[src/rtl/rom_arbiter.sv]
// Shares one combinational ROM between num_req valid/ready requesters (IDLE -> READ -> RESP).
// Round-robin by default; define ROM_ARB_FIXED_PRIO_EN for lowest-index-wins priority.
module rom_arbiter #(
  parameter int unsigned data_width = 16,
  parameter int unsigned addr_width = 8,
  parameter int unsigned num_req    = 2
) (
  input  logic                          clk_i,
  input  logic                          rst_ni,
  input  logic [num_req-1:0]            req_valid_i,
  input  logic [num_req*addr_width-1:0] req_addr_i,
  output logic [num_req-1:0]            req_ready_o,
  output logic [num_req-1:0]            rsp_valid_o,
  input  logic [num_req-1:0]            rsp_ready_i,
  output logic [data_width-1:0]         rsp_data_o,
  output logic [addr_width-1:0]         rom_addr_o,
  input  logic [data_width-1:0]         rom_data_i,
  output logic                          busy_o
);

  localparam int unsigned ptr_width = $clog2(num_req);

  localparam logic [1:0] st_idle = 2'd0;
  localparam logic [1:0] st_read = 2'd1;
  localparam logic [1:0] st_resp = 2'd2;

  logic [1:0]            state_q, state_d;
  logic [ptr_width-1:0]  gnt_q, win;
  logic                  found;
  logic                  accept;
  logic                  rsp_done;
  logic [addr_width-1:0] addr_q, addr_sel;
  logic [data_width-1:0] data_q;

`ifdef ROM_ARB_FIXED_PRIO_EN
  // Lowest set valid bit wins; no rotation state.
  always_comb begin
    win   = '0;
    found = 1'b0;
    for (int unsigned i = 0; i < num_req; i++) begin
      if (!found && req_valid_i[ptr_width'(i)]) begin
        found = 1'b1;
        win   = ptr_width'(i);
      end
    end
  end
`else
  logic [ptr_width-1:0] ptr_q;
  int unsigned          cand;

  // First set valid bit scanning upward from ptr_q, wrapping at num_req.
  always_comb begin
    win   = '0;
    found = 1'b0;
    cand  = 0;
    for (int unsigned i = 0; i < num_req; i++) begin
      cand = 32'(ptr_q) + i;
      if (cand >= num_req) cand = cand - num_req;
      if (!found && req_valid_i[ptr_width'(cand)]) begin
        found = 1'b1;
        win   = ptr_width'(cand);
      end
    end
  end

  // Explicit wrap keeps non-power-of-two num_req in range.
  always_ff @(posedge clk_i or negedge rst_ni) begin
    if (!rst_ni) begin
      ptr_q <= '0;
    end else if (rsp_done) begin
      ptr_q <= (gnt_q == ptr_width'(num_req - 1)) ? '0 : gnt_q + ptr_width'(1);
    end
  end
`endif

  assign addr_sel = addr_width'(req_addr_i >> (32'(win) * addr_width));
  assign accept   = (state_q == st_idle) && found && rst_ni;
  assign rsp_done = (state_q == st_resp) && rsp_ready_i[gnt_q];

  always_ff @(posedge clk_i or negedge rst_ni) begin
    if (!rst_ni) begin
      state_q <= st_idle;
    end else begin
      state_q <= state_d;
    end
  end

  // Next state plus handshake decode.
  always_comb begin
    state_d     = state_q;
    req_ready_o = '0;
    rsp_valid_o = '0;
    case (state_q)
      st_idle: begin
        if (accept) begin
          req_ready_o = num_req'(1) << win;
          state_d     = st_read;
        end
      end
      st_read: state_d = st_resp;
      st_resp: begin
        rsp_valid_o = num_req'(1) << gnt_q;
        if (rsp_done) state_d = st_idle;
      end
      default: state_d = st_idle;
    endcase
  end

  always_ff @(posedge clk_i or negedge rst_ni) begin
    if (!rst_ni) begin
      gnt_q  <= '0;
      addr_q <= '0;
      data_q <= '0;
    end else begin
      if (accept) begin
        gnt_q  <= win;
        addr_q <= addr_sel;
      end
      if (state_q == st_read) data_q <= rom_data_i;
    end
  end

  assign rom_addr_o = addr_q;
  assign rsp_data_o = data_q;
  assign busy_o     = (state_q != st_idle);

endmodule
[config.mk]
export PLATFORM = sky130hd
export DESIGN_NAME = rom_arbiter
export DESIGN_NICKNAME = d
export VERILOG_FILES = /design/src/rtl/rom_arbiter.sv
export SDC_FILE = /design/constraint.sdc
export NUM_CORES = 1
export LEC_CHECK = 0
export CORE_MARGIN = 2
export CORE_UTILIZATION = 41
export DETAILED_ROUTE_END_ITERATION = 8
export GPL_ROUTABILITY_DRIVEN = 0
export PLACE_DENSITY = 0.95
export RECOVER_POWER = 100
export SLEW_MARGIN = 10
export SYNTH_ARGS = -nofsm -noshare
export SYNTH_HDL_FRONTEND = slang
export SYNTH_SLANG_ARGS = --single-unit
[constraint.sdc]
create_clock -name clk_i -period 4 [get_ports clk_i]
set_clock_uncertainty 0.1 [all_clocks]
set_input_delay 0.4 -clock clk_i [delete_from_list [all_inputs] [get_ports clk_i]]
set_output_delay 0.4 -clock clk_i [all_outputs]
set_load 0.02 [all_outputs]
; ---- Word level (Yosys, flattened, before mapping)
; Index checks and enable logic that the tools add are counted.
; W data, S select, Z words.
[classes]
add_sub_neg = 4
multipliers = 0
div = 0
magnitude_cmp = 5
eq_ne = 4
n_shift = 3
muxes = 19
n_bitwise = 0
n_reduce_logical = 8
[op_table]
columns = operator, n
row1 = $shr A16 B4 Y8, 1
row2 = $mux W1, 13
row3 = $mux W2, 5
row4 = $lt A1 B2 Y1 const B, 3
row5 = $pmux W2 S3, 1
row6 = $logic_and A1 B1 Y1, 4
row7 = $ne A2 B2 Y1 const B, 2
row8 = $shl A1 B1 Y2 const A, 2
row9 = $add A1 B1 Y2 const B, 1
row10 = $eq A2 B1 Y1 const B, 1
row11 = $eq A2 B2 Y1 const B, 1
row12 = $ge A1 B2 Y1 const B, 1
row13 = $ge A2 B2 Y1 const B, 1
row14 = $logic_not A2 Y1, 1
row15 = $reduce_and A2 Y1, 1
row16 = $reduce_bool A2 Y1, 1
row17 = $sub A1 B1 Y1 const B, 2
row18 = $add A1 B1 Y1 const B, 1
row19 = $logic_not A1 Y1, 1
[word_totals]
regBits = 28
latchBits = 0
mem_bits_rw = 0
romBits = 0
inputBits = 38
out_inout_bits = 29
wordCells = 48
mem_count = 0

; ---- Depth between registers and ports, before layout
; Gate-level depths: netlist of the first run.
[depth]
depth_word = 12
mapped_depth = 4
ltp_nobuf = 3

; ---- Least setup slack after synthesis of the first run
; No wires, ideal clock.
[synth_path]
kind = register -> output
startpoint = register state_q[0]
endpoint = output req_ready_o[1]
arrival_ps = 1523
t_required_ps = 3500
path_slack_ps = 1977
path_stages_with_launch = 4
n_path_buf = 1
cell_sequence = dfrtp_1 > or3b_4 > buf_6 > nor3b_1
[synth_via]
elab_chain_len = 5
[synth_rtl]
columns = element, line
row1 = from (decl), 27  ; logic [1:0] state_q, state_d;
row2 = from (signal assigned), 82  ; state_q <= st_idle;
row3 = from (signal assigned), 84  ; state_q <= state_d;
row4 = $logic_not A2 Y1 (*), "77, 93"
row5 = $logic_and A1 B1 Y1 (2 in series), 77  ; assign accept = (state_q == st_idle) && found && rst_ni;
row6 = $mux W2, 95  ; if (accept) begin
row7 = $mux W2 (*), 93  ; case (state_q)
row8 = to (decl), 12  ; output logic [num_req-1:0] req_ready_o,
; Mark *: on every way between the ends. The rest lies on a longest branch, timed or not.

; ---- Final worst setup path of the first run
[layout_path]
startpoint = input rst_ni
endpoint = output req_ready_o[0]
[layout_via]
elab_chain_len = 3
[layout_rtl]
columns = element, line
row1 = from (decl), 9  ; input logic rst_ni,
row2 = $logic_and A1 B1 Y1, 77
row3 = $mux W2, 95
row4 = $mux W2, 93
; No other way between the ends.

==> impl_results.md, run 1 <==
* ANT nets after route at 0
* Highest clock rate at 320 MHz
* CP max FO at 11
* Synth Net Count at 132
* Clk Latency, worst-skew pair at just over 0.3 ns
* Via count at about 1000
* I/O pin total at 67
* Slew @ Worst Pin at 1.42 ns
* Outcome: completed
* Setup TNS at 0 ns
* Launching point of the worst reg2reg path: state_q[1]$_DFFE_PN0P_
* Total power at about 1.4 mW
* Root Driver: clkbuf_4
* # rows at 19
* Syn avg cell area at 12.8 µm²
* Final wirelength at roughly 2800 µm
* Sequential fraction of the synthesis area at between 50% and 60%
* DIE HEIGHT at 58.3 µm
* Share of cells above drive strength 1 at 13.8%
* Largest net degree at the start of global routing at 29
* Syn Std Cell Area at 1210 µm²
* GRT Util Overall at a little under a fifth
* CTS clk-pin slew, worst paths at around 0.14 ns
* Maximum root-to-sink buffer count at 2
* CTS Buf Count at 3
* Vias in the first global route at approximately 1000
* Drt via density at 5.41
* First drt pass iteration count at 4
* Placed Instances at around 190
* Avg WL per Cell at between 10 and 15 µm
* CTS HTree Levels at 1
* Hold Crit Start: rsp_data_o[6]$_DFFE_PN0N_
* Arr. time, crit path at approximately 2.6 ns
* Synth top area share at between 50% and 60%
* Initial core utilization at between 40% and 50%
* Post-DP HPWL at approximately 2300 µm
* Yosys cell types at 23
* Setup bufs post-CTS at 0
* Drc violations at 0
* CTS tree: built
* Yosys warns at 0
* Critical Path End Type: primary output
* Post-route insts no fill at ~190
* MaxCap Viol Count at 0
* Final slew viol count at 0
* RSZ-0062 raised after global routing: false
* Leakage at around 0.83 nW
* Relative slew margins at around 5.4%
* FF+latch count, synth at 28
* Cts hold-fix bufs at 0
* Sinks on Clock Net at 28
* Die X at roughly 58 µm
* Worst VDD drop at around 0.54 mV
* PD cells at 714 nW/µm²
* Area grow syn2layout at 59.0%
* CP Launch Type: input pin
* Crit path from: rst_ni
* Post-CTS resize count at 0
* Fin nets at 199
* CORE AREA at between 2000 and 3000 µm²
* Cells after Synth at 94
* Crit Path Class: input pin to primary output
* Fin crit period at 3.13 ns
* Post-synth top area cell: dfrtp_1
* Initial DRC Count at 33
* Ranking of synthesized cells by area: dfrtp_1, mux2_2, a221o_1
* Die Footprint at roughly 3400 µm²
* Final setup fails at 0
* Total grt overflow at 0
* PortBufs at 66
* HP Class: register to register
* First-pass GRT wire length at 4650 µm
* Initial antenna violation count at 0
* N_diodes at 0
* Critical path data required time at about 3.5 ns
* Tcrit/Tclk final at between 70% and 80%
* Final hold violations at 0
==> routing by layer <==
metal / track usage (%) / vias to the layer above / routed length (µm)
met5: 0 / - / 0
met4: 5.98 / 0 / 34
met3: 4.69 / 4 / 247
met2: 33.1 / 52 / 1470
met1: 20.8 / 501 / 1070
li1: - / 476 / -
==> cells in the final DEF (no fill, tap or decap), drive strengths merged <==
master	count
clkdlybuf4s50	37
dlygate4sd3	29
dfrtp	28
mux2	16
nand2	8
nor3	8
a221o	8
inv	4
clkbuf	4
o21ai	3
nor2	2
nand2b	1
or2	1
or3b	1
a211oi	1
and3	1
nor2b	1
nor3b	1
or2b	1
o21bai	1
a31oi	1
a21oi	1
a21o	1
bufinv	1
==> registers in the layout, indices dropped and copies added (netlist names) <==
signal	cells
rsp_data_o	16
rom_addr_o	8
state_q	2
gnt_q	1
ptr_q	1
==> worst max-delay path, cell delays in order <==
cell	delay, ns
dlygate4sd3_1	0.54
or3b_1	0.54
a211oi_4	0.46
clkdlybuf4s50_1	0.69
==> cells by family after synthesis <==
| group | count (synthesis) | share of synthesized area, % |
|---|---|---|
| simple gates | 25 | 10.7 |
| flops | 28 | 58.0 |
| compound gates | 16 | 12.6 |
| mux | 16 | 14.9 |
| buf+inv | 9 | 3.73 |
==> area by class of cell <==
type                    instances  area [µm²]
inverters                       4        15.0
clock inverters                 1        30.0
well taps                      31        38.8
fillers                       210         862
multi-input cells              57         448
repair buffers                 67         664
clock buffers                   3        22.5
flip-flops and latches         28         701
==> power breakdown <==
| part | switching [mW] | internal [mW] |
|---|---|---|
| Clock | 0.0803 | 0.101 |
| Sequential | 0.0855 | 0.419 |
| Combinational | 0.336 | 0.348 |
| Total | 0.502 | 0.868 |
==> cells in the mapped netlist <==
library cell and count:
dfrtp_1 28, mux2_2 16, a221o_1 8, nand2_1 8, nor3_1 8, inv_1 4, buf_2 3, o21ai_0 3
nor2_1 2, a211oi_4 1, a21o_1 1, a21oi_1 1, a31oi_1 1, and3_1 1, buf_6 1, clkbuf_1 1
nand2b_1 1, nor2b_1 1, nor3b_1 1, o21bai_4 1, or2_2 1, or2b_1 1, or3b_4 1
==> path summary, 6_finish.rpt <==
| check | endpoint | slack, ns | depth (start not counted) |
|---|---|---|---|
| min in group asynchronous | rsp_data_o[12]$_DFFE_PN0N_ | 0.84 | 2 |
| min reg2reg | rsp_data_o[6]$_DFFE_PN0N_ | 0.42 | 1 |
| max reg2reg | rom_addr_o[5]$_DFFE_PN0P_ | 2.05 | 3 |
| min | rsp_data_o[6]$_DFFE_PN0N_ | 0.42 | 1 |
| max | req_ready_o[0] | 0.87 | 4 |
| max in group asynchronous | rsp_data_o[11]$_DFFE_PN0N_ | 2.13 | 2 |
==> through the flow <==
| stage | worst slack (ns) | instance area [µm²] | hold slack (ns) | util [%] |
|---|---|---|---|---|
| 2_1_floorplan | 1.98 | 1210 | 0.00441 | - |
| 3_3_place_gp | 1.10 | 1880 | 0.385 | 67.7 |
| 3_5_place_dp | 1.08 | 1880 | 0.393 | 67.7 |
| 4_1_cts | 1.07 | 1940 | 0.364 | 69.6 |
| 5_1_grt | 0.750 | 1920 | 0.436 | 69.0 |
| 6_report | 0.874 | 1920 | 0.417 | 69.0 |
(Power assumes the default switching activity.)
==> run 2: changes to the inputs <==
--- a/config.mk
+++ b/config.mk
@@ -6,10 +6,10 @@
 export NUM_CORES = 1
 export LEC_CHECK = 0
 export CORE_MARGIN = 2
-export CORE_UTILIZATION = 41
+export CORE_UTILIZATION = 34
 export DETAILED_ROUTE_END_ITERATION = 8
 export GPL_ROUTABILITY_DRIVEN = 0
-export PLACE_DENSITY = 0.95
+export PLACE_DENSITY = 0.86
 export RECOVER_POWER = 100
 export SLEW_MARGIN = 10
 export SYNTH_ARGS = -nofsm -noshare
==> constraint.sdc (replaced) <==
create_clock -name clk_i -period 2.63 [get_ports clk_i]
set_clock_uncertainty 0.1 [all_clocks]
set_input_delay 0.263 -clock clk_i [delete_from_list [all_inputs] [get_ports clk_i]]
set_output_delay 0.263 -clock clk_i [all_outputs]
set_load 0.02 [all_outputs]
==> run 2 against run 1 <==
  * Critical path depth did not move
  * Register-to-register slack got worse by 1.2 ns
  * Total power is 51% higher
  * Count of clock-buffer cells in the layout stayed put
  * Combinational power up 52%
  * Global-route usage fell by 2.8 points
  * Utilization down 11 points
  * First-iteration DRC count is 45% lower
  * Hold slack worse by 0.0037 ns
  * Cell area grew 1.6%
  * Final cell count grew 9.4%
  * Sequential cell count unchanged
  * Largest cell class unchanged
  * Largest power group unchanged
  * Highest routed layer unchanged
==> impl_results.md, run 2 (synthesis results as in run 1) <==
* Slew @ Worst Pin at 1.43 ns (was 1.42 ns)
* Final hold violations at 0 (unchanged)
* Filler instances at 294 (was 210)
* Sequential Area at 701 µm² (unchanged)
* Crit-path cells: dlygate4sd3_1 -> or3b_4 -> a211oi_2 -> clkdlybuf4s50_1 (was dlygate4sd3_1 -> or3b_1 -> a211oi_4 -> clkdlybuf4s50_1)
* CTS clk-pin slew, worst paths at 0.14 ns (about the same)
* Setup TNS at 0 ns (unchanged)
* CP Launch Type: input pin (unchanged)
* Max reg flops at 16 (unchanged)
* Largest net degree at the start of global routing at 29 (unchanged)
* Final Instance Area at 1950 µm² (was 1920 µm²)
* Worst VDD drop at 0.496 mV (was 0.545 mV)
* ANT nets after route at 0 (unchanged)
* Fin nets at 202 (was 199)
* First-pass GRT wire length at 4950 µm (was 4650 µm)
* GRT Util Overall at 15.5% (was 18.3%)
* Crit path max-delay family: buffers and inverters (unchanged)
* Commonest non-fill, non-tap cell in the layout: clkdlybuf4s50_1 (unchanged)
* WP depth at 4 (unchanged)
* DIE HEIGHT at 63.6 µm (was 58.3 µm)
* Worst r2r path cells at 3 (unchanged)
* Post-DP HPWL at 2280 µm (was 2270 µm)
* Clk Latency, worst-skew pair at 0.31 ns (about the same)
* CORE AREA at 3360 µm² (was 2780 µm²)
* Crit Path Class: input pin to primary output (unchanged)
* Critical Path End Type: primary output (unchanged)
* Outcome: completed (unchanged)
* WP buf/inv at 2 (unchanged)
* Sinks on Clock Net at 28 (unchanged)
* Worst R2R End: rom_addr_o[4]$_DFFE_PN0P_ (was rom_addr_o[5]$_DFFE_PN0P_)
* Critical path data required time at 2.27 ns (was 3.50 ns)
* DP Area at 1930 µm² (was 1880 µm²)
* Initial core utilization at 35.9% (was 43.4%)
* N_diodes at 0 (unchanged)
* Arr. time, crit path at 2.17 ns (was 2.63 ns)
* Area grow syn2layout at 61.5% (was 59.0%)
* Leakage at 0.838 nW (was 0.828 nW)
* MaxCap Viol Count at 0 (unchanged)
* Worst setup path end: req_ready_o[0] (unchanged)
* HP Class: register to register (unchanged)
* Highest clock rate at 395 MHz
* Final setup fails at 0 (unchanged)
* Die X at 63.6 µm (was 58.3 µm)
* Relative slew margins at 4.38% (was 5.39%)
* PD cells at 1060 nW/µm² (was 714 nW/µm²)
* Fin crit period at approximately 2.5 ns
* Tcrit/Tclk final at between 90 and 100%
* CP max FO at 11 (unchanged)
* Maximum root-to-sink buffer count at 2 (unchanged)
* Total grt overflow at 0 (unchanged)
* Root Driver: clkbuf_4 (unchanged)
* Setup WS pre-CTS at 0.127 ns (was 1.08 ns)
* PortBufs at 66 (unchanged)
* Fin worst setup slack at 0.0966 ns (was 0.874 ns)
* Via count at 1016 (was 1033)
* CTS Buf Count at 3 (unchanged)
* CTS tree: built (unchanged)
* Most frequent cells in the layout: clkdlybuf4s50_1, dfrtp_1, dlygate4sd3_1 (was clkdlybuf4s50_1, dlygate4sd3_1, dfrtp_1)
* Share of cells above drive strength 1 at 16.0% (was 13.8%)
* Crit path from: rst_ni (unchanged)
* RSZ-0062 raised after global routing: false (unchanged)
* Hold Slack at 0.413 ns (was 0.417 ns)
* Drc violations at 0 (unchanged)
* First drt pass iteration count at 4 (unchanged)
* I/O pin total at 67 (unchanged)
* Die Footprint at 4040 µm² (was 3390 µm²)
* Drt via density at 4.86 (was 5.41)
* Final wirelength at 2820 µm (about the same)
* Cts hold-fix bufs at 0 (unchanged)
* Final core utilization at 58.0% (was 69.0%)
* Vias in the first global route at 1119 (was 1040)
* R2R Setup Slk at 0.80 ns (was 2.05 ns)
* Area occupied by multi-input gates at 443 µm² (was 448 µm²)
* CTS HTree Levels at 1 (unchanged)
* Slowest stage delay, CP at 0.64 ns (was 0.69 ns)
* Initial DRC Count at 18 (was 33)
* CP max stage cell: clkdlybuf4s50_1 (unchanged)
* Final slew viol count at 0 (unchanged)
* Initial antenna violation count at 0 (unchanged)
* Launching point of the worst reg2reg path: state_q[1]$_DFFE_PN0P_ (unchanged)
* Worst Hold Path Cells at 1 (unchanged)
* # rows at 21 (was 19)
* Avg WL per Cell at 13.5 µm (was 14.8 µm)
[run 2: per-layer routing]
layer	routed length, µm	track usage, %	up-vias	share of wire, %
met5	0	0	-	0
met4	19	4.89	0	0.67
met3	263	5.54	2	9.3
met2	1530	29.3	44	54
met1	1010	15.5	493	36
li1	-	-	477	-
[run 2: area by class of cell]
class,count,share of cell area [%]
clock inverter,1,1.54
tap,46,2.95
inverter,4,0.770
clock buffer,3,1.16
timing repair buffer,70,34.9
sequential,28,35.9
multi-input combinational,57,22.7
[run 2: report_power, final]
group	total [mW]	leakage, nW	internal (mW)	switching (mW)
Sequential	0.755	0.333	0.637	0.118
Clock	0.272	0.0279	0.154	0.118
Combinational	1.04	0.478	0.536	0.508
[run 2: what timing repair did]
action	CTS	global route
buffers inserted	0	0
gates resized for setup	0	1
endpoints found under the hold margin	0	0
setup endpoints to repair	0	1
[run 2: metrics by stage]
stage	std cells	total power, mW
floorplan	94	1.37
global placement	205	1.89
detailed placement	205	1.93
CTS	209	2.20
global route	209	2.20
finish	209	2.07
[run 2: how the worst min path moves through the flow]
stage                                            end  slack, ns                  startpoint
after floorplan                    gnt_q$_DFFE_PN0P_      -0.13                      rst_ni
after global placement     rsp_data_o[6]$_DFFE_PN0N_       0.39   rsp_data_o[6]$_DFFE_PN0N_
after detailed placement  rsp_data_o[11]$_DFFE_PN0N_       0.39  rsp_data_o[11]$_DFFE_PN0N_
after CTS                  rsp_data_o[0]$_DFFE_PN0N_       0.24                      rst_ni
after global routing      rsp_data_o[15]$_DFFE_PN0N_       0.43  rsp_data_o[15]$_DFFE_PN0N_
final                     rsp_data_o[11]$_DFFE_PN0N_       0.41  rsp_data_o[11]$_DFFE_PN0N_
==> run 3: changes to the inputs <==
--- a/config.mk
+++ b/config.mk
@@ -7,6 +7,7 @@
 export LEC_CHECK = 0
 export CORE_MARGIN = 2
 export CORE_UTILIZATION = 34
+export CTS_BUF_LIST = sky130_fd_sc_hd__clkbuf_16
 export DETAILED_ROUTE_END_ITERATION = 8
 export GPL_ROUTABILITY_DRIVEN = 0
 export PLACE_DENSITY = 0.86
==> constraint.sdc (replaced) <==
create_clock -name clk_i -period 2.63 [get_ports clk_i]
set_clock_uncertainty 0.1 [all_clocks]
set_input_delay 0.3945 -clock clk_i [delete_from_list [all_inputs] [get_ports clk_i]]
set_output_delay 0.3945 -clock clk_i [all_outputs]
set_load 0.02 [all_outputs]
==> run 3 against run 2 <==
  * Worst setup slack improved by 0.098 ns
  * Final cell count increased by 0.96%
  * Sequential cell count unchanged
  * Via count decreased by 0.89%
  * Critical endpoint is now req_ready_o[1]
==> impl_results.md, run 3 (synthesis results as in run 1) <==
* Setup WS pre-CTS at -0.0938 ns (was 0.127 ns)
* Post-route insts no fill at 211 (was 209)
* Setup TNS at 0 ns (unchanged)
* Initial DRC Count at 12 (was 18)
* Leakage at 0.866 nW (was 0.838 nW)
* Crit Path Class: input pin to primary output (unchanged)
* Max reg flops at 16 (unchanged)
* Maximum root-to-sink buffer count at 2 (unchanged)
* CTS HTree Levels at 1 (unchanged)
* Via count at 1007 (was 1016)
* Root Driver: clkbuf_16 (was clkbuf_4)
* Final slew viol count at 0 (unchanged)
* Worst Hold Path Cells at 1 (unchanged)
* Most frequent cells in the layout: clkdlybuf4s50_1, dfrtp_1, dlygate4sd3_1 (unchanged)
* Post-DP HPWL at 2270 µm (was 2280 µm)
* First-pass GRT wire length at 4980 µm (was 4950 µm)
* PD cells at 1080 nW/µm² (was 1060 nW/µm²)
* Busiest grt layer: met2 (unchanged)
* Worst r2r path cells at 4 (was 3)
* Final hold violations at 0 (unchanged)
* Slew @ Worst Pin at 1.43 ns (about the same)
* Worst R2R End: rom_addr_o[2]$_DFFE_PN0P_ (was rom_addr_o[4]$_DFFE_PN0P_)
* # rows at 21 (unchanged)
* CTS Buf Count at 3 (unchanged)
* Avg WL per Cell at 13.5 µm (about the same)
* Met2 usage at 28.8% (was 29.3%)
* Outcome: completed (unchanged)
* Largest net degree at the start of global routing at 29 (unchanged)
* Total grt overflow at 0 (unchanged)
* Launching point of the worst reg2reg path: state_q[1]$_DFFE_PN0P_ (unchanged)
* GR Layer Usage met3 at 4.64% (was 5.54%)
* Initial antenna violation count at 0 (unchanged)
* CP max stage cell: clkdlybuf4s50_1 (unchanged)
* M1 GR Usage at 16.3% (was 15.5%)
* Total power at 2.16 mW (was 2.07 mW)
* Final wirelength at 2840 µm (was 2820 µm)
* Crit-path cells: clkdlybuf4s50_1 -> or3b_4 -> nor3b_1 -> dlygate4sd2_1 (was dlygate4sd3_1 -> or3b_4 -> a211oi_2 -> clkdlybuf4s50_1)
* CTS tree: built (unchanged)
* Share of cells above drive strength 1 at 15.8% (was 16.0%)
* Die Footprint at 4040 µm² (unchanged)
* Drt via density at 4.77 (was 4.86)
* RSZ-0062 raised after global routing: false (unchanged)
* Sinks on Clock Net at 28 (unchanged)
* Clk Latency, worst-skew pair at 0.25 ns (was 0.31 ns)
* Drc violations at 0 (unchanged)
* HP Class: register to register (unchanged)
* CTS clk-pin slew, worst paths at 0.07 ns (was 0.14 ns)
* Die X at 63.6 µm (unchanged)
* Commonest non-fill, non-tap cell in the layout: clkdlybuf4s50_1 (unchanged)
* Fin nets at 204 (was 202)
* Vias in the first global route at 1124 (was 1119)
* Hold Crit Start: rsp_data_o[10]$_DFFE_PN0N_ (was rsp_data_o[11]$_DFFE_PN0N_)
* Arr. time, crit path at 1.94 ns (was 2.17 ns)
* CP max FO at 3 (was 11)
* Initial core utilization at 35.9% (unchanged)
* First drt pass iteration count at 3 (was 4)
* PortBufs at 66 (unchanged)
* Fin crit period at 2.44 ns (was 2.53 ns)
* GRT Util Overall at 15.2% (was 15.5%)
* CORE AREA at 3360 µm² (unchanged)
* Fin worst setup slack at 0.195 ns (was 0.0966 ns)
* Final core utilization at 59.4% (was 58.0%)
* CP Launch Type: input pin (unchanged)
* Worst VDD drop at 0.527 mV (was 0.496 mV)
* Critical path data required time at 2.14 ns (was 2.27 ns)
* N_diodes at 0 (unchanged)
* Tcrit/Tclk final at 92.6% (was 96.3%)
* Slowest stage delay, CP at 0.48 ns (was 0.64 ns)
* ANT nets after route at 0 (unchanged)
* Critical Path End Type: primary output (unchanged)
* I/O pin total at 67 (unchanged)
* DIE HEIGHT at 63.6 µm (unchanged)
* Endpoint of the worst hold path: rsp_data_o[10]$_DFFE_PN0N_ (was rsp_data_o[11]$_DFFE_PN0N_)
* Placed Instances at 207 (was 205)
* Relative slew margins at 4.71% (was 4.38%)
* Area grow syn2layout at 65.5% (was 61.5%)
* Filler instances at 293 (was 294)
* Final setup fails at 0 (unchanged)
* Highest clock rate at 411 MHz (was 395 MHz)
* MaxCap Viol Count at 0 (unchanged)
* R2R Setup Slk at 0.59 ns (was 0.80 ns)
==> run 3: cell type report <==
type / instances / area (µm²) / area share (%)
Clock buffer: 3 / 75.1 / 3.76
Clock inverter: 1 / 3.75 / 0.188
Inverter: 4 / 15.0 / 0.751
Multi-Input combinational cell: 57 / 450 / 22.5
Sequential cell: 28 / 701 / 35.1
Tap cell: 46 / 57.6 / 2.88
Timing Repair Buffer: 72 / 696 / 34.8
==> run 3: stage by stage <==
stage | hold slack [ns] | area (µm²)
6_report | 0.401 | 2000
5_1_grt | 0.416 | 2000
4_1_cts | 0.407 | 2020
3_5_place_dp | 0.392 | 1940
3_3_place_gp | 0.385 | 1940
2_1_floorplan | -0.00109 | 1210
==> run 3: critical path: cells and delay by family <==
| family | cells | cell delay (ns) |
|---|---|---|
| AND/OR/NAND/NOR | 2 | 0.69 |
| buffers and inverters | 2 | 0.86 |
==> run 3: per-layer routing <==
metal  part of all wire, %  routed length, µm
met1                    39               1100
met2                    52               1470
met3                   9.3                263
met4                  0.42                 12
met5                     0                  0
==> run 3: report_power, final <==
group          switching (mW)  internal [mW]
sequential              0.126          0.640
combinational           0.513          0.542
clock                   0.134          0.203
total                   0.772           1.39
==> run 3: worst max-delay path by stage <==
| stage | cells after the start | start | slack (ns) | end |
|---|---|---|---|---|
| after CTS | 4 | rst_ni | 0.19 | req_ready_o[1] |
| after global placement | 4 | rst_ni | -0.02 | req_ready_o[1] |
| after global routing | 4 | rst_ni | 0.11 | req_ready_o[1] |
| final | 4 | rst_ni | 0.19 | req_ready_o[1] |
| after floorplan | 3 | state_q[0]$_DFFE_PN0P_ | 0.61 | req_ready_o[1] |
| after detailed placement | 4 | rst_ni | -0.09 | req_ready_o[1] |
==> run 3: repair_timing <==
item                                    in CTS  in global routing
endpoints found under the setup margin       2                  0
gates resized for setup                      2                  0
hold buffers                                 0                  0
buffers inserted                             0                  0
==> patch (config.mk and constraints of run 3) <==
The option `ROM_ARB_FIXED_PRIO_EN` is turned on by a define.
--- a/src/rtl/rom_arbiter.sv
+++ b/src/rtl/rom_arbiter.sv
@@ -2,2 +2,4 @@
 // Round-robin by default; define ROM_ARB_FIXED_PRIO_EN for lowest-index-wins priority.
+`define ROM_ARB_FIXED_PRIO_EN
+
 module rom_arbiter #(
Check against the original RTL: not equivalent (Yosys sat finds a counterexample within 4 cycles, from zero or initial values and one cycle with rst_ni low).
==> patch against run 3 <==
- cell area fell by 2.1%
- sequential power fell by 5.9%
- worst setup slack got worse by 0.039 ns
- area after synthesis fell by 3.6%
- power fell by 2.4%
- die area fell by 3.4%
- highest routed layer unchanged
- sequential cell count fell by 1
- critical path type unchanged
- routed wire length fell by 4.7%
- clock power fell by 2%
- critical path depth rose by 1
==> patch: results (changes against run 3) <==
Root Driver: clkbuf_16
Worst-path clk slew: 0.06 ns
routed wire length: 2710 um (-4.7%)
Worst Hold Path EP: rsp_data_o[4]
Synth cell types: 12 (-48%)
maximum vdd drop: 0.520 mV (-1.3%)
pin count of the biggest net entering global routing: 28 (-3.4%)
met2 WL: 1510 um (+2.9%)
routed wl met3: 198 um (-25%)
vias post-DR: 868 (-14%)
first-pass GRT wire length: 4520 um (-9.3%)
antenna cell count: 0 (unchanged)
Max Root-Sink Buffers: 2 (unchanged)
initial antenna violation count: 0 (unchanged)
vias in the first global route: 950 (-15%)
CTS buffer count: 3 (unchanged)
initial DRC count: 13 (+1)
highest routed layer: met4
post-DP HPWL: 2160 um (-5.1%)
CP max FO: 4 (+1)
worst-margin pin slew: 1.39 ns (-0.0417 ns)
Area contributors post-synth: dfrtp_1 (58%), mux2_2 (33%), nor3b_4 (1.6%)
post-CTS setup buffers: 0 (unchanged)
clk_lat worst skew: 0.25 ns (about the same)
layout cells sized above 1: 27.0% (+11 points)
Synth Net Count: 115 (-13%)
status: completed
top cells by count, synth: mux2_2 (34), dfrtp_1 (27), buf_2 (3), nor2_1 (3)
max reg flops: 16 (unchanged)
fmax: 404 MHz (-1.6%)
Slowest Stage Delay on Critical Path: 0.62 ns (+0.14 ns)
R2R depth: 4 (unchanged)
quantity of I/O buffers inserted on ports: 66 (unchanged)
worst min-delay path class: flip-flop to flip-flop
Post-synth ARST share: 100% (unchanged)
crit path DAT: 1.98 ns (+0.04 ns)
worst r2r dst: gnt_q
hold_sp: rsp_data_o[4]
R2R setup slack: 0.93 ns (+0.34 ns)
Synth warnings: 0 (unchanged)
WL met1: 985 um (-10%)
Hold Path Depth: 1 (unchanged)
Fin Hold WS: 0.397 ns (-0.00399 ns)
sequential share of the synthesized area: 58.1% (about the same)
leakage: 0.806 nW (-7.0%)
slowest CP cell: clkdlybuf4s50_1
RR Startpoint: state_q[0]
Mapped Cells: 77 (-18%)
GRT Total Usage: 14.7% (-0.49 points)
Top FF cell, synth: dfrtp_1
placed cell area: 1890 sq um (-2.4%)
drt first pass iters: 4 (+1)
post_cts resized: 0 (-2)
fin cells: 194 (-8.1%)
==> patch: worst max-delay path by stage <==
| stage | startpoint | end | slack [ns] | depth (start not counted) |
|---|---|---|---|---|
| after CTS | req_valid_i[0] | req_ready_o[0] | 0.14 | 5 |
| after global placement | req_valid_i[0] | req_ready_o[0] | 0.21 | 5 |
| after floorplan | state_q[0] | req_ready_o[0] | 0.75 | 4 |
| final | req_valid_i[0] | req_ready_o[0] | 0.16 | 5 |
| after detailed placement | req_valid_i[0] | req_ready_o[0] | 0.15 | 5 |
| after global routing | req_valid_i[1] | req_ready_o[0] | 0.06 | 5 |
==> patch: layer usage <==
metal	vias to the layer above	global-route usage, %
met5	-	0
met3	2	4.50
met1	420	14.8
li1	407	-
met4	0	4.17
met2	39	28.6
==> patch: where the power goes <==
group          leakage (nW)  internal, W  total (W)  switching (W)
Clock                0.0423     0.000203   0.000329       0.000126
Combinational         0.445     0.000557    0.00106       0.000499
Sequential            0.319     0.000623   0.000721      0.0000979
==> patch: stage by stage <==
stage / power (W) / setup slack (ns) / util (%)
after floorplan: 0.00133 / 0.753 / -
after CTS: 0.00223 / 0.144 / 59.6
after global routing: 0.00223 / 0.0646 / 59.1
final: 0.00211 / 0.155 / 59.1
after global placement: 0.00185 / 0.215 / 57.2
after detailed placement: 0.00189 / 0.146 / 57.2
==> patch: area by class of cell <==
type	count	area (sq um)
fillers	274	1350
well taps	46	57.6
clock inverters	1	3.75
clock buffers	3	75.1
repair buffers	71	683
flip-flops and latches	27	676
inverters	1	3.75
multi-input cells	45	458
==> patch: critical path: cells and delay by family <==
| kind | cells | cell delay [ns] |
|---|---|---|
| buf+inv | 2 | 1.11 |
| simple gates | 3 | 0.47 |
==> patch: cells by family after synthesis <==
| kind of cell | count (synthesis) | share of synthesized area, % |
|---|---|---|
| multiplexers | 34 | 32.9 |
| AND/OR/NAND/NOR | 10 | 6.02 |
| AO/OA/AOI/OAI | 1 | 0.430 |
| flip-flops | 27 | 58.1 |
| buffers and inverters | 5 | 2.58 |
